--- src/rtl/proc_pkg.sv ---
// Shared processor definitions: word/field widths, opcode map, fetch FSM states
// and helpers that split an instruction word into its opcode and operand fields.
package proc_pkg;

  localparam int DATA_W = 16;
  localparam int OP_W   = 3;
  localparam int ADDR_W = DATA_W - OP_W;

  localparam logic [OP_W-1:0] OP_ALU0  = 3'd0;
  localparam logic [OP_W-1:0] OP_ALU1  = 3'd1;
  localparam logic [OP_W-1:0] OP_ALU2  = 3'd2;
  localparam logic [OP_W-1:0] OP_ALU3  = 3'd3;
  localparam logic [OP_W-1:0] OP_STORE = 3'd4;
  localparam logic [OP_W-1:0] OP_LOAD  = 3'd5;
  localparam logic [OP_W-1:0] OP_JUMP  = 3'd6;
  localparam logic [OP_W-1:0] OP_HALT  = 3'd7;

  typedef enum logic [1:0] {
    FETCH     = 2'd0,
    ISSUE     = 2'd1,
    WAIT_CTRL = 2'd2,
    HALTED    = 2'd3
  } fetch_state_e;

  // Opcode lives in the top OP_W bits of the instruction word.
  function automatic logic [OP_W-1:0] instr_op(input logic [DATA_W-1:0] instr);
    return instr[DATA_W-1 -: OP_W];
  endfunction

  // Operand is everything below the opcode.
  function automatic logic [ADDR_W-1:0] instr_operand(input logic [DATA_W-1:0] instr);
    return instr[ADDR_W-1:0];
  endfunction

endpackage

--- src/rtl/fetch_unit_pc_reg.sv ---
// Program counter: synchronous reset to RESET_PC, load (highest priority),
// increment with natural wrap at 2^ADDR_W, otherwise hold.
module pc_reg
  import proc_pkg::*;
#(
  parameter logic [ADDR_W-1:0] RESET_PC = '0
) (
  input  logic              clk,
  input  logic              reset,
  input  logic              inc_i,
  input  logic              load_i,
  input  logic [ADDR_W-1:0] load_addr_i,
  output logic [ADDR_W-1:0] pc_o
);

  localparam logic [ADDR_W-1:0] PC_ONE = {{(ADDR_W-1){1'b0}}, 1'b1};

  logic [ADDR_W-1:0] pc_q;
  logic [ADDR_W-1:0] pc_d;

  // Next-PC selection: a jump target beats a sequential step.
  always_comb begin
    pc_d = pc_q;
    if (load_i) begin
      pc_d = load_addr_i;
    end else if (inc_i) begin
      pc_d = pc_q + PC_ONE;
    end else begin
      pc_d = pc_q;
    end
  end

  // PC state register.
  always_ff @(posedge clk) begin
    if (reset) begin
      pc_q <= RESET_PC;
    end else begin
      pc_q <= pc_d;
    end
  end

  assign pc_o = pc_q;

endmodule

--- src/rtl/fetch_unit.sv ---
// Instruction-fetch stage: reads instruction memory at the PC with a
// request/acknowledge handshake, latches the word into IR, pulses instr_valid
// and then waits for the control unit to step, jump or halt.
module fetch_unit
  import proc_pkg::*;
#(
  parameter logic [ADDR_W-1:0] RESET_PC = '0
) (
  input  logic              clk,
  input  logic              reset,
  output logic [ADDR_W-1:0] mem_addr,
  output logic              mem_rd,
  input  logic [DATA_W-1:0] mem_rdata,
  input  logic              mem_ack,
  input  logic              inc_pc,
  input  logic              load_pc,
  input  logic [ADDR_W-1:0] load_addr,
  input  logic              halt,
  output logic [OP_W-1:0]   op,
  output logic [ADDR_W-1:0] operand,
  output logic              instr_valid,
  output logic [ADDR_W-1:0] pc,
  output logic              halted
);

  fetch_state_e      state_q;
  logic [DATA_W-1:0] ir_q;
  logic              mem_rd_q;
  logic              instr_valid_q;
  logic              halted_q;

  logic              cmd_window;
  logic              cmd_load;
  logic              cmd_inc;
  logic [ADDR_W-1:0] pc_cur;

  // Control commands only act while waiting; halt masks load and inc,
  // which covers the control unit's registered one-cycle latency.
  assign cmd_window = (state_q == WAIT_CTRL);
  assign cmd_load   = cmd_window && !halt && load_pc;
  assign cmd_inc    = cmd_window && !halt && !load_pc && inc_pc;

  pc_reg #(
    .RESET_PC(RESET_PC)
  ) u_pc_reg (
    .clk        (clk),
    .reset      (reset),
    .inc_i      (cmd_inc),
    .load_i     (cmd_load),
    .load_addr_i(load_addr),
    .pc_o       (pc_cur)
  );

  // Fetch sequencer with registered request, IR, valid pulse and halted flag.
  always_ff @(posedge clk) begin
    if (reset) begin
      state_q       <= FETCH;
      ir_q          <= '0;
      mem_rd_q      <= 1'b1;
      instr_valid_q <= 1'b0;
      halted_q      <= 1'b0;
    end else begin
      instr_valid_q <= 1'b0;
      case (state_q)
        FETCH: begin
          if (mem_ack) begin
            ir_q          <= mem_rdata;
            mem_rd_q      <= 1'b0;
            instr_valid_q <= 1'b1;
            state_q       <= ISSUE;
          end
        end
        ISSUE: begin
          state_q <= WAIT_CTRL;
        end
        WAIT_CTRL: begin
          if (halt) begin
            halted_q <= 1'b1;
            state_q  <= HALTED;
          end else if (load_pc || inc_pc) begin
            mem_rd_q <= 1'b1;
            state_q  <= FETCH;
          end
        end
        HALTED: begin
          halted_q <= 1'b1;
          mem_rd_q <= 1'b0;
        end
        default: begin
          mem_rd_q <= 1'b0;
          halted_q <= 1'b1;
          state_q  <= HALTED;
        end
      endcase
    end
  end

  // A request may never be visible while reset is asserted, so any
  // in-flight fetch is abandoned in the reset cycle itself.
  assign mem_rd      = mem_rd_q && !reset;
  assign mem_addr    = pc_cur;
  assign pc          = pc_cur;
  assign op          = instr_op(ir_q);
  assign operand     = instr_operand(ir_q);
  assign instr_valid = instr_valid_q;
  assign halted      = halted_q;

endmodule

--- config.mk ---
export PLATFORM = sky130hd
export DESIGN_NAME = fetch_unit
export DESIGN_NICKNAME = d
export VERILOG_FILES = /design/src/rtl/proc_pkg.sv /design/src/rtl/fetch_unit_pc_reg.sv /design/src/rtl/fetch_unit.sv
export SDC_FILE = /design/constraint.sdc
export NUM_CORES = 1
export LEC_CHECK = 0
export ABC_AREA = 0
export BUFFER_PORTS_ARGS = -buffer_cell sky130_fd_sc_hd__buf_4
export CAP_MARGIN = 0
export CORE_ASPECT_RATIO = 1.4
export CORE_MARGIN = 5
export CORE_UTILIZATION = 35
export DETAILED_ROUTE_END_ITERATION = 12
export HOLD_SLACK_MARGIN = 0.15
export MAX_ROUTING_LAYER = met4
export RECOVER_POWER = 25
export SKIP_CTS_REPAIR_TIMING = 1
export SLEW_MARGIN = 0
export SYNTH_ARGS = -nofsm -noshare
export SYNTH_HDL_FRONTEND = slang
export SYNTH_SLANG_ARGS = --single-unit
--- constraint.sdc ---
create_clock -name clk -period 2.1 [get_ports clk]
set_input_delay 0.42 -clock clk [delete_from_list [all_inputs] [get_ports clk]]
set_output_delay 0.42 -clock clk [all_outputs]
set_load 0.03 [all_outputs]
* After elaboration in Yosys (flattened, before gate mapping)
Cells that the tools add are included.
** Cells by class
- $add $sub $neg :: 1
- Equality and inequality tests :: 8
- Muxes and demuxes :: 13
- Bitwise logic cells :: 1
- Reduce and logical (&&, ||, !) cells :: 19
** Operator list (count)
- 2-to-1 mux 13 bit :: 2
- adder 13 x 1 -> 13 bit, second input constant :: 1
- 2-to-1 mux 2 bit :: 3
- != test 2 bit, second input constant :: 3
- case mux 2 bit (3 select lines) :: 1
- nonzero test 3 bit :: 2
- logical AND 1 bit :: 5
- 2-to-1 mux 1 bit :: 5
- == test 2 bit, second input constant :: 2
- AND reduction 2 bit :: 2
- AND reduction 4 bit :: 1
- nonzero test 2 bit :: 2
- logical NOT 1 bit :: 3
- != test 3 x 2 -> 1 bit, second input constant :: 1
- case mux 1 bit (3 select lines) :: 1
- AND reduction 3 bit :: 1
- == test 2 x 1 -> 1 bit, second input constant :: 1
- logical NOT 2 bit :: 1
- != test 2 x 1 -> 1 bit, second input constant :: 1
- case mux 1 bit (2 select lines) :: 1
- OR reduction 2 bit :: 1
- logical OR 1 bit :: 1
- inverter 1 bit :: 1
** Storage, ports and cells
- Bits in registers :: 34
- Output and inout bits :: 45

* Longest topological paths before layout
Gate-level depths: netlist of the first run.
- Word-level depth :: 6
- Depth in mapped cells :: 7
- Depth with buffers taken out :: 6

* Cells and area by module
A second synthesis of the first run with hierarchy kept.
** Second synthesis, totals
- Cells, all modules :: 210
- Area total of the unflattened synthesis :: 1761.7 um^2
** Modules (own cells, without submodules)
- fetch_unit :: instances 1, cells an instance 120, area each 985.9 um^2
- pc_reg :: instances 1, cells an instance 90, area each 775.7 um^2

* Worst setup path after synthesis of the first run
Ideal clock, no wire load.
- Path type :: register to register
- Start point :: register u_pc_reg.pc_q[0], in the netlist u_pc_reg.pc_o[0]
- End point :: register u_pc_reg.pc_q[10], in the netlist u_pc_reg.pc_o[10]
- Data arrival time :: 1603 ps
- Data required time :: 1966 ps
- Setup slack :: 363 ps
- Stages on the path, launching flop included :: 6
- Buffers on the path :: 0
- Clock period less this slack :: 1737 ps
- Cell sequence :: dfxtp_1 ha_1 nand3_2 or2_4 o32ai_2 a211oi_1
** On the way
- Cells in the longest elaborated chain, start to end :: 3
** Ends and longest elaborated chain
- start: declaration :: line fetch_unit_pc_reg.sv:18 : logic [ADDR_W-1:0] pc_q;
- start signal: assignment :: line fetch_unit_pc_reg.sv:38 : pc_q <= pc_d;
- adder 13 x 1 -> 13 bit :: line fetch_unit_pc_reg.sv:27 : pc_d = pc_q + PC_ONE;
- 2-to-1 mux 13 bit :: line fetch_unit_pc_reg.sv:26 : end else if (inc_i) begin
- 2-to-1 mux 13 bit :: line fetch_unit_pc_reg.sv:24 : if (load_i) begin
Every way passes these cells. The select of a mux whose other input is x is not followed.
A chain may end at the register's enable or synchronous reset.

* Worst setup path after layout of the first run
- Start point :: register state_q[0]
- End point :: register u_pc_reg.pc_q[2], in the netlist u_pc_reg.pc_o[2]
** On the way
- Cells in the longest elaborated chain, start to end :: 5
- Elaborated cells between the ends (all ways) :: 7
- Classes of those cells :: eq/ne (1); mux (1); reduce/logical (5)
** Ends and longest elaborated chain
- start: declaration :: line fetch_unit.sv:26 : fetch_state_e state_q;
- start signal: assignment :: line fetch_unit.sv:57 : state_q <= FETCH;
- start signal: assignment :: line fetch_unit.sv:70 : state_q <= ISSUE;
- start signal: assignment :: line fetch_unit.sv:74 : state_q <= WAIT_CTRL;
- == test 2 bit * :: line fetch_unit.sv:39 : assign cmd_window = (state_q == WAIT_CTRL);
- via cmd_window :: line fetch_unit.sv:32 : logic cmd_window;
- logical AND 1 bit * :: line fetch_unit.sv:40, fetch_unit.sv:41
- logical AND 1 bit (2 in a row) :: line fetch_unit.sv:41 : assign cmd_inc = cmd_window && !halt && !load_pc && inc_pc;
- nonzero test 2 bit (no line)
The timed path passes the listed nets; every way through them passes the cells marked *.

==> impl_metrics.yaml, run 1 <==
cells_and_area:
  drive_above_1_share: 0.3000
  final_nets: 321
  fillers: 515
  fin_util: 0.4781
  syn2layout_area_growth_pct: 31.77
  fin_cells: 344
  antenna_cells: 0
setup_path:
  endpoint_kind: "flop"
  arrival_ns: 2.01
  path_class: "reg2reg"
  critical_path_required_ns: 2.30
  worst_setup_path_start_kind: "flop"
  regToRegSetupSlack_ns: 0.29
  cp_max_fo: 18
timing:
  rsz0062_at_grt: "false"
  post-route-period-util: 0.8611
  finalMaxSlewViolations: 0
  setup_ws_ns: 0.2917
  worst_pin_slew_ns: 0.5613
  maxSlewHeadroom: 0.6249
  clock_skew_ns: 0.004251
  holdWs_ns: 0.3748
  min_period_ns: 1.808
  max_freq_mhz: 553.0
  fin_tns_setup_ns: 0
  hold_violations: 0
  finalSetupViolCount: 0
die:
  dieHeight_um: 94.48
  die_x_um: 70.34
  design.core.area_mm2: 0.004917
  die-area_mm2: 0.006646
  initial_core_util: 0.3628
  num_rows: 30
  design.portCount: 80
logic_synthesis:
  syn-num-nets: 256
  synth_top_cells_by_area: "dfxtp_1, nand2_1, a21oi_1, buf_4, ha_1"
  synth-edff-count: 0
  ys_seq_area_frac: 0.3815
  synth_seq_cells: 34
  synth_warnings: 0
  avgSynthCellArea_um2: 8.337
  async_reset_ff_frac: 0
  synth_top_area_cell: "dfxtp_1"
  syn_area_mm2: 0.001784
  synth_top_area_share: 0.3815
  synth-main-ff-cell: "dfxtp_1"
  synthCells: 214
  ys_types: 45
place:
  port_buffers: 79
  gp_congestion: 0.8514
  dp_cells: 336
  dp_slack_ns: 0.3155
  dp_hpwl_um: 3623
drt:
  route.detailed.drc: 0
  vias: 1736
  wl_per_cell_um: 13.73
  drt_first_iter_violations: 120
  firstDrtPassIters: 5
  drt-total-wl_um: 4724
  vias_per_cell: 5.047
  ant_nets: 0
global_routing:
  grt_overflow: 0
  grt_use_total: 0.1427
  antenna_found_initial: 0
  grt_pass1_wl_um: 7431
  grt_max_degree: 23
  grt_pass1_vias: 1586
cts:
  htreeDepth: 2
  clk_pin_slew_ns: 0.08
  cts_buffer_depth: 2
  clkSinkCount: 34
  cts_tree: "done"
  cts_root_buf: "clkbuf_8"
  insertion_delay_ns: 0.29
  cts_buffers: 5
power_and_ir_drop:
  pwr_density_cell_mw_per_mm2: 658.0
  vdd_drop_max_mv: 0.3693
  leakagePower_nw: 0.9542
outcome:
  status: "completed"
run:
  maxCapViolCount: 0
hold_path:
  hold_path_class: "in2reg"
-- cell families (layout without fill, tap and decap cells) --
group	after synthesis	in the layout	synth area share
buffers and inverters	32	98	0.1024
muxes	3	3	0.01683
DFF	34	34	0.3815
AOI/OAI and AO/OA	59	59	0.2244
and+or+nand+nor	79	79	0.2258
adders and majority gates	7	7	0.04909
-- power breakdown --
part,switching (mW),internal [mW],leakage (nW)
clock network,0.252,0.264,0.0472
registers,0.0256,0.685,0.277
logic,0.201,0.121,0.630
-- layer usage --
| layer | routed length, um | share of wire | track usage | up-vias |
|---|---|---|---|---|
| li1 | - | - | - | 867 |
| met1 | 1909 | 0.40 | 0.1582 | 786 |
| met2 | 2335 | 0.49 | 0.2430 | 75 |
| met3 | 394 | 0.083 | 0.03727 | 8 |
| met4 | 84 | 0.018 | 0.05751 | 0 |
| met5 | 0 | 0 | - | - |
-- critical path, cell delays in order, from the launching register on --
cell	delay [ns]
dfxtp_1	0.36
inv_1	0.11
ha_1	0.25
nand2b_1	0.15
nor2_4	0.38
o21ai_0	0.17
a221oi_1	0.29
-- Yosys cell counts, types with 2 or more instances --
cell type   n
nand2_1    42
dfxtp_1    34
a21oi_1    27
buf_4      14
inv_1       8
ha_1        7
a211oi_1    6
clkbuf_1    6
nor2_1      6
nand2b_1    5
nand3_1     5
a311oi_1    4
o21ai_0     4
mux2i_1     3
a221oi_1    2
and2_1      2
buf_2       2
nand4_2     2
nor2_4      2
nor2b_1     2
nor3_1      2
o21bai_1    2
o22ai_1     2
o31ai_1     2
o32ai_1     2
or3_1       2
-- per-stage QoR --
| step | power [mW] | instance area (um^2) |
|---|---|---|
| finish | 1.547 | 2351 |
| global route | 1.621 | 2351 |
| CTS | 1.592 | 2419 |
| detailed placement | 1.076 | 2323 |
| global placement | 1.076 | 2323 |
| floorplan | 0.9395 | 1784 |
-- registers in the layout, summed over array words and instances, names as in the netlist --
name / flops
instr_valid: 1
u_pc_reg.pc_o: 13
halted: 1
state_q: 2
ir_q: 16
mem_rd_q: 1
-- cell type report --
cell class	count	area, um^2	area share
Inverter	9	33.78	0.01437
Tap cell	64	80.08	0.03406
Multi-Input combinational cell	148	920.9	0.3917
Clock buffer	6	82.58	0.03513
Sequential cell	34	680.7	0.2895
Clock inverter	2	12.51	0.005322
Timing Repair Buffer	81	540.5	0.2299
-- cells in the final DEF, fill, tap and decap left out, types with 3 or more instances in the layout --
cell and n:
a211oi_1 6, a21oi_1 27, a311oi_1 4, buf_4 63, clkbuf_1 18, clkbuf_8 6
dfxtp_1 34, ha_1 7, inv_1 8, mux2i_1 3, nand2_1 42, nand2b_1 5
nand3_1 5, nor2_1 6, o21ai_0 4
-- path summary, 6_finish.rpt --
path	start	to	cells after the start
worst max register to register	state_q[0]$_SDFFE_PP0P_	u_pc_reg.pc_o[2]$_SDFFE_PP0P_	6
worst min register to register	ir_q[14]$_SDFFE_PP0P_	ir_q[14]$_SDFFE_PP0P_	2
worst max-delay path	state_q[0]$_SDFFE_PP0P_	u_pc_reg.pc_o[2]$_SDFFE_PP0P_	6
worst min-delay path	mem_rdata[3]	ir_q[3]$_SDFFE_PP0P_	3
(Power assumes the default switching activity.)
==> run 2: changes to the inputs <==
--- a/config.mk
+++ b/config.mk
@@ -15,6 +15,7 @@
 export HOLD_SLACK_MARGIN = 0.15
 export MAX_ROUTING_LAYER = met4
 export RECOVER_POWER = 25
+export SETUP_SLACK_MARGIN = 0.4
 export SKIP_CTS_REPAIR_TIMING = 1
 export SLEW_MARGIN = 0
 export SYNTH_ARGS = -nofsm -noshare
==> impl_metrics.yaml, run 2 (synthesized netlist as in run 1, its figures left out) <==
timing:
  maxSlewHeadroom: 0.6007
  finalMaxSlewViolations: 0
  hold_violations: 0
  clock_skew_ns: 0.007632
  fin_tns_setup_ns: 0
  worst_pin_slew_ns: 0.5989
  post-route-period-util: 0.7918
  max_freq_mhz: 601.4
  finalSetupViolCount: 0
  rsz0062_at_grt: "false"
  min_period_ns: 1.663
outcome:
  status: "completed"
cells_and_area:
  mostFrequentLayoutCells: "buf_4, nand2_1, dfxtp_1, a21oi_1, clkbuf_1"
  antenna_cells: 0
  regMostFlops: "ir_q"
  final_nets: 326
  fin_util: 0.4893
  drive_above_1_share: 0.3310
  largest_reg_flops: 16
  final_cell_area_mm2: 0.002406
  syn2layout_area_growth_pct: 34.85
  layout_commonest_cell: "buf_4"
hold_path:
  hold_path_class: "in2reg"
place:
  port_buffers: 79
  place_area_mm2: 0.002311
  dp_hpwl_um: 3612
  gp_congestion: 0.7892
setup_path:
  critPathMaxStageDelay_ns: 0.38
  critical_path_required_ns: 2.26
  endpoint_kind: "flop"
  slowest_stage: "dfxtp_4"
  cp_max_fo: 6
  worst-path-buf-inv: 1
  path_class: "reg2reg"
  crit_family: "flip-flops"
  worst_setup_path_start_kind: "flop"
  arrival_ns: 1.82
  regToRegSetupSlack_ns: 0.44
  crit_path_cell_trace: "inv_1 > ha_1 > and2b_2 > a211oi_4 > mux2i_1 > nor2_1"
die:
  num_rows: 30
  die_x_um: 70.34
  dieHeight_um: 94.48
  design.core.area_mm2: 0.004917
  design.portCount: 80
  initial_core_util: 0.3628
  die-area_mm2: 0.006646
cts:
  cts_buffers: 5
  cts_buffer_depth: 2
  htreeDepth: 2
  cts_tree: "done"
  insertion_delay_ns: 0.28
  clk_pin_slew_ns: 0.07
  cts_root_buf: "clkbuf_8"
  clkSinkCount: 34
run:
  maxCapViolCount: 0
drt:
  drt-total-wl_um: 4951
  ant_nets: 0
  drt_first_iter_violations: 138
  vias_per_cell: 5.020
  wl_per_cell_um: 14.23
  firstDrtPassIters: 4
  vias: 1747
  route.detailed.drc: 0
global_routing:
  grt_max_degree: 36
  grt_use_total: 0.1465
  grt_pass1_wl_um: 7672
  grt_overflow: 0
  grt_pass1_vias: 1722
  antenna_found_initial: 0
power_and_ir_drop:
  leakagePower_nw: 0.9720
  pwr_density_cell_mw_per_mm2: 625.5
  vdd_drop_max_mv: 0.4628
==> run 2: cell types whose count changed in the layout (fill, tap and decap cells not counted), sizes merged <==
cell    delta
buf        +4
nor2       +1
clkinv     -1
==> run 2: final cells by class <==
class                           count  area [um^2]
Fill cell                         521         2511
Clock inverter                      1        7.507
Tap cell                           64        80.08
Timing Repair Buffer               85        570.5
Multi-Input combinational cell    149        953.4
Sequential cell                    34        688.2
Inverter                            9        33.78
Clock buffer                        6        72.57
==> run 2: path summary, 6_finish.rpt <==
check / from / depth (start not counted) / end
max reg2reg: state_q[0]$_SDFFE_PP0P_ / 6 / state_q[0]$_SDFFE_PP0P_
max: state_q[0]$_SDFFE_PP0P_ / 6 / state_q[0]$_SDFFE_PP0P_
min reg2reg: ir_q[5]$_SDFFE_PP0P_ / 2 / ir_q[5]$_SDFFE_PP0P_
min: mem_rdata[10] / 3 / ir_q[10]$_SDFFE_PP0P_
==> run 2: tightest hold or removal path, stage by stage <==
cell and delay [ns]:
buf_4 0.11, nand2_1 0.04, a21oi_1 0.05
==> run 2: per-layer routing <==
metal,up-vias,GRT usage,share of wire
met5,-,-,0
met4,0,0.05751,0.015
met3,7,0.04153,0.059
met2,58,0.2523,0.51
met1,806,0.1588,0.41
li1,876,-,-
==> run 2: where the power goes <==
| group | switching, mW | internal [mW] | leakage [nW] |
|---|---|---|---|
| registers | 0.0258 | 0.687 | 0.279 |
| clock network | 0.234 | 0.227 | 0.0373 |
| logic | 0.206 | 0.125 | 0.655 |
==> run 2: metrics by stage <==
stage                     hold WS [ns]  instances  power [mW]  setup slack [ns]
after detailed placement        0.4483        334       1.075            0.3039
final                           0.3804        348       1.505            0.4373
after floorplan                 0.4430        214      0.9396            0.5209
after CTS                       0.3694        341       1.544            0.2896
after global routing            0.3695        348       1.592            0.3196
after global placement          0.4417        334       1.073            0.4142
==> run 3: changes to the inputs <==
==> constraint.sdc (replaced) <==
create_clock -name clk -period 1.4 [get_ports clk]
set_input_delay 0.28 -clock clk [delete_from_list [all_inputs] [get_ports clk]]
set_output_delay 0.28 -clock clk [all_outputs]
set_load 0.03 [all_outputs]
==> impl_metrics.yaml, run 3 (synthesized netlist as in run 1, its figures left out) <==
setup_path:
  critical_path_required_ns: 1.58
  arrival_ns: 1.66
  regToRegSetupSlack_ns: -0.09
  critPathMaxStageDelay_ns: 0.36
  crit_end: "state_q[0]$_SDFFE_PP0P_"
  crit_path_cell_trace: "inv_4 > ha_4 > and2b_2 > a211oi_4 > mux2i_1 > nor2_1"
  critPathLaunch: "state_q[0]$_SDFFE_PP0P_"
  slowest_stage: "dfxtp_4"
  crit_family: "flip-flops"
  worst-path-buf-inv: 1
  path_depth: 6
  path_class: "reg2reg"
  endpoint_kind: "flop"
  worst_setup_path_start_kind: "flop"
  rr_startpoint: "state_q[0]$_SDFFE_PP0P_"
  r2r-end: "state_q[0]$_SDFFE_PP0P_"
  r2r_cells: 6
  cp_max_fo: 5
cells_and_area:
  syn2layout_area_growth_pct: 73.28
  fin_cells: 373
  regMostFlops: "ir_q"
  mostFrequentLayoutCells: "buf_4, buf_6, nand2_1, a21oi_1, dfxtp_2"
  fin_util: 0.6288
  layout_commonest_cell: "buf_4"
  largest_reg_flops: 16
  final_nets: 350
  drive_above_1_share: 0.6181
  fillers: 423
  final_cell_area_mm2: 0.003092
  antenna_cells: 0
cts:
  clkSinkCount: 34
  cts_root_buf: "clkbuf_8"
  cts_tree: "done"
  insertion_delay_ns: 0.28
  cts_buffer_depth: 2
  htreeDepth: 2
  cts_buffers: 5
  clk_pin_slew_ns: 0.07
die:
  dieHeight_um: 94.48
  design.core.area_mm2: 0.004917
  die-area_mm2: 0.006646
  initial_core_util: 0.3628
  design.portCount: 80
  num_rows: 30
  die_x_um: 70.34
timing:
  post-route-period-util: 1.063
  clock_skew_ns: 0.006403
  rsz0062_at_grt: "true"
  worst_pin_slew_ns: 0.3066
  finalMaxSlewViolations: 0
  min_period_ns: 1.488
  hold_violations: 0
  finalSetupViolCount: 8
  fin_tns_setup_ns: -0.2899
  setup_ws_ns: -0.08764
  max_freq_mhz: 672.2
  maxSlewHeadroom: 0.7956
power_and_ir_drop:
  pwr-share-seq: 0.424
  finalPower_mw: 2.522
  swShare: 0.3108
  switching_power_mw: 0.7839
  pwr-share-comb: 0.297
  leakagePower_nw: 1.261
  clkPwrFrac: 0.278
  vdd_drop_max_mv: 0.7467
  p_int_mw: 1.739
  pwr_density_cell_mw_per_mm2: 815.9
run:
  maxCapViolCount: 0
hold_path:
  hold_start: "mem_rdata[11]"
  hold_path_class: "in2reg"
drt:
  drt-total-wl_um: 5531
  ant_nets: 0
  firstDrtPassIters: 4
  vias_per_cell: 5.097
  wl_per_cell_um: 14.83
  route.detailed.drc: 0
  drt_first_iter_violations: 150
  vias: 1901
place:
  place_area_mm2: 0.002514
  dp_hpwl_um: 3867
  gp_congestion: 0.8073
  dp_cells: 348
  port_buffers: 79
global_routing:
  grt_overflow: 0
  grt_pass1_wl_um: 8286
  grt_use_total: 0.1584
  antenna_found_initial: 0
  grt_max_degree: 25
  grt_pass1_vias: 1774
outcome:
  violations: "negative setup slack"
  status: "complete, but fails checks"
run 3: area by class of cell:
cell class / count / area, um^2 / area share
clock inverters: 1 / 6.256 / 0.002023
clock buffers: 7 / 76.32 / 0.02469
repair buffers: 109 / 1021 / 0.3302
multi-input cells: 149 / 1116 / 0.3610
well taps: 64 / 80.08 / 0.02590
flip-flops and latches: 34 / 755.7 / 0.2444
inverters: 9 / 36.28 / 0.01174
run 3: stage by stage:
stage	setup slack, ns	hold slack, ns
detailed placement	-0.05762	0.4470
finish	-0.08764	0.2295
CTS	-0.07052	0.2243
global placement	-0.01024	0.4422
global route	-0.1843	0.2195
floorplan	-0.01327	0.4160
run 3: how the worst min path moves through the flow:
stage                                  to  slack [ns]  cells past startpoint
CTS                 ir_q[11]$_SDFFE_PP0P_        0.22                      3
global route        ir_q[11]$_SDFFE_PP0P_        0.22                      3
floorplan           ir_q[10]$_SDFFE_PP0P_        0.42                      2
finish              ir_q[11]$_SDFFE_PP0P_        0.23                      3
global placement    ir_q[11]$_SDFFE_PP0P_        0.44                      2
detailed placement   ir_q[0]$_SDFFE_PP0P_        0.45                      2
run 3: routing by layer:
| metal | wire [um] | share of wire | global-route usage | up-vias |
|---|---|---|---|---|
| li1 | - | - | - | 927 |
| met1 | 2111 | 0.38 | 0.1693 | 891 |
| met5 | 0 | 0 | - | - |
| met3 | 393 | 0.071 | 0.04153 | 5 |
| met4 | 57 | 0.010 | 0.04792 | 0 |
| met2 | 2969 | 0.54 | 0.2852 | 78 |
run 3: worst register-to-register path: stages (launching register included):
cell,delay (ns)
dfxtp_4,0.36
inv_4,0.04
ha_4,0.15
and2b_2,0.24
a211oi_4,0.31
mux2i_1,0.22
nor2_1,0.05
run 3: power groups by stage:
stage	clock network (mW)	logic, mW	registers [mW]
final	0.702	0.750	1.07
after CTS	0.745	0.584	1.06
after global routing	0.790	0.813	1.08
after global placement	0	0.580	1.08
after detailed placement	0	0.583	1.08
after floorplan	0	0.268	1.18
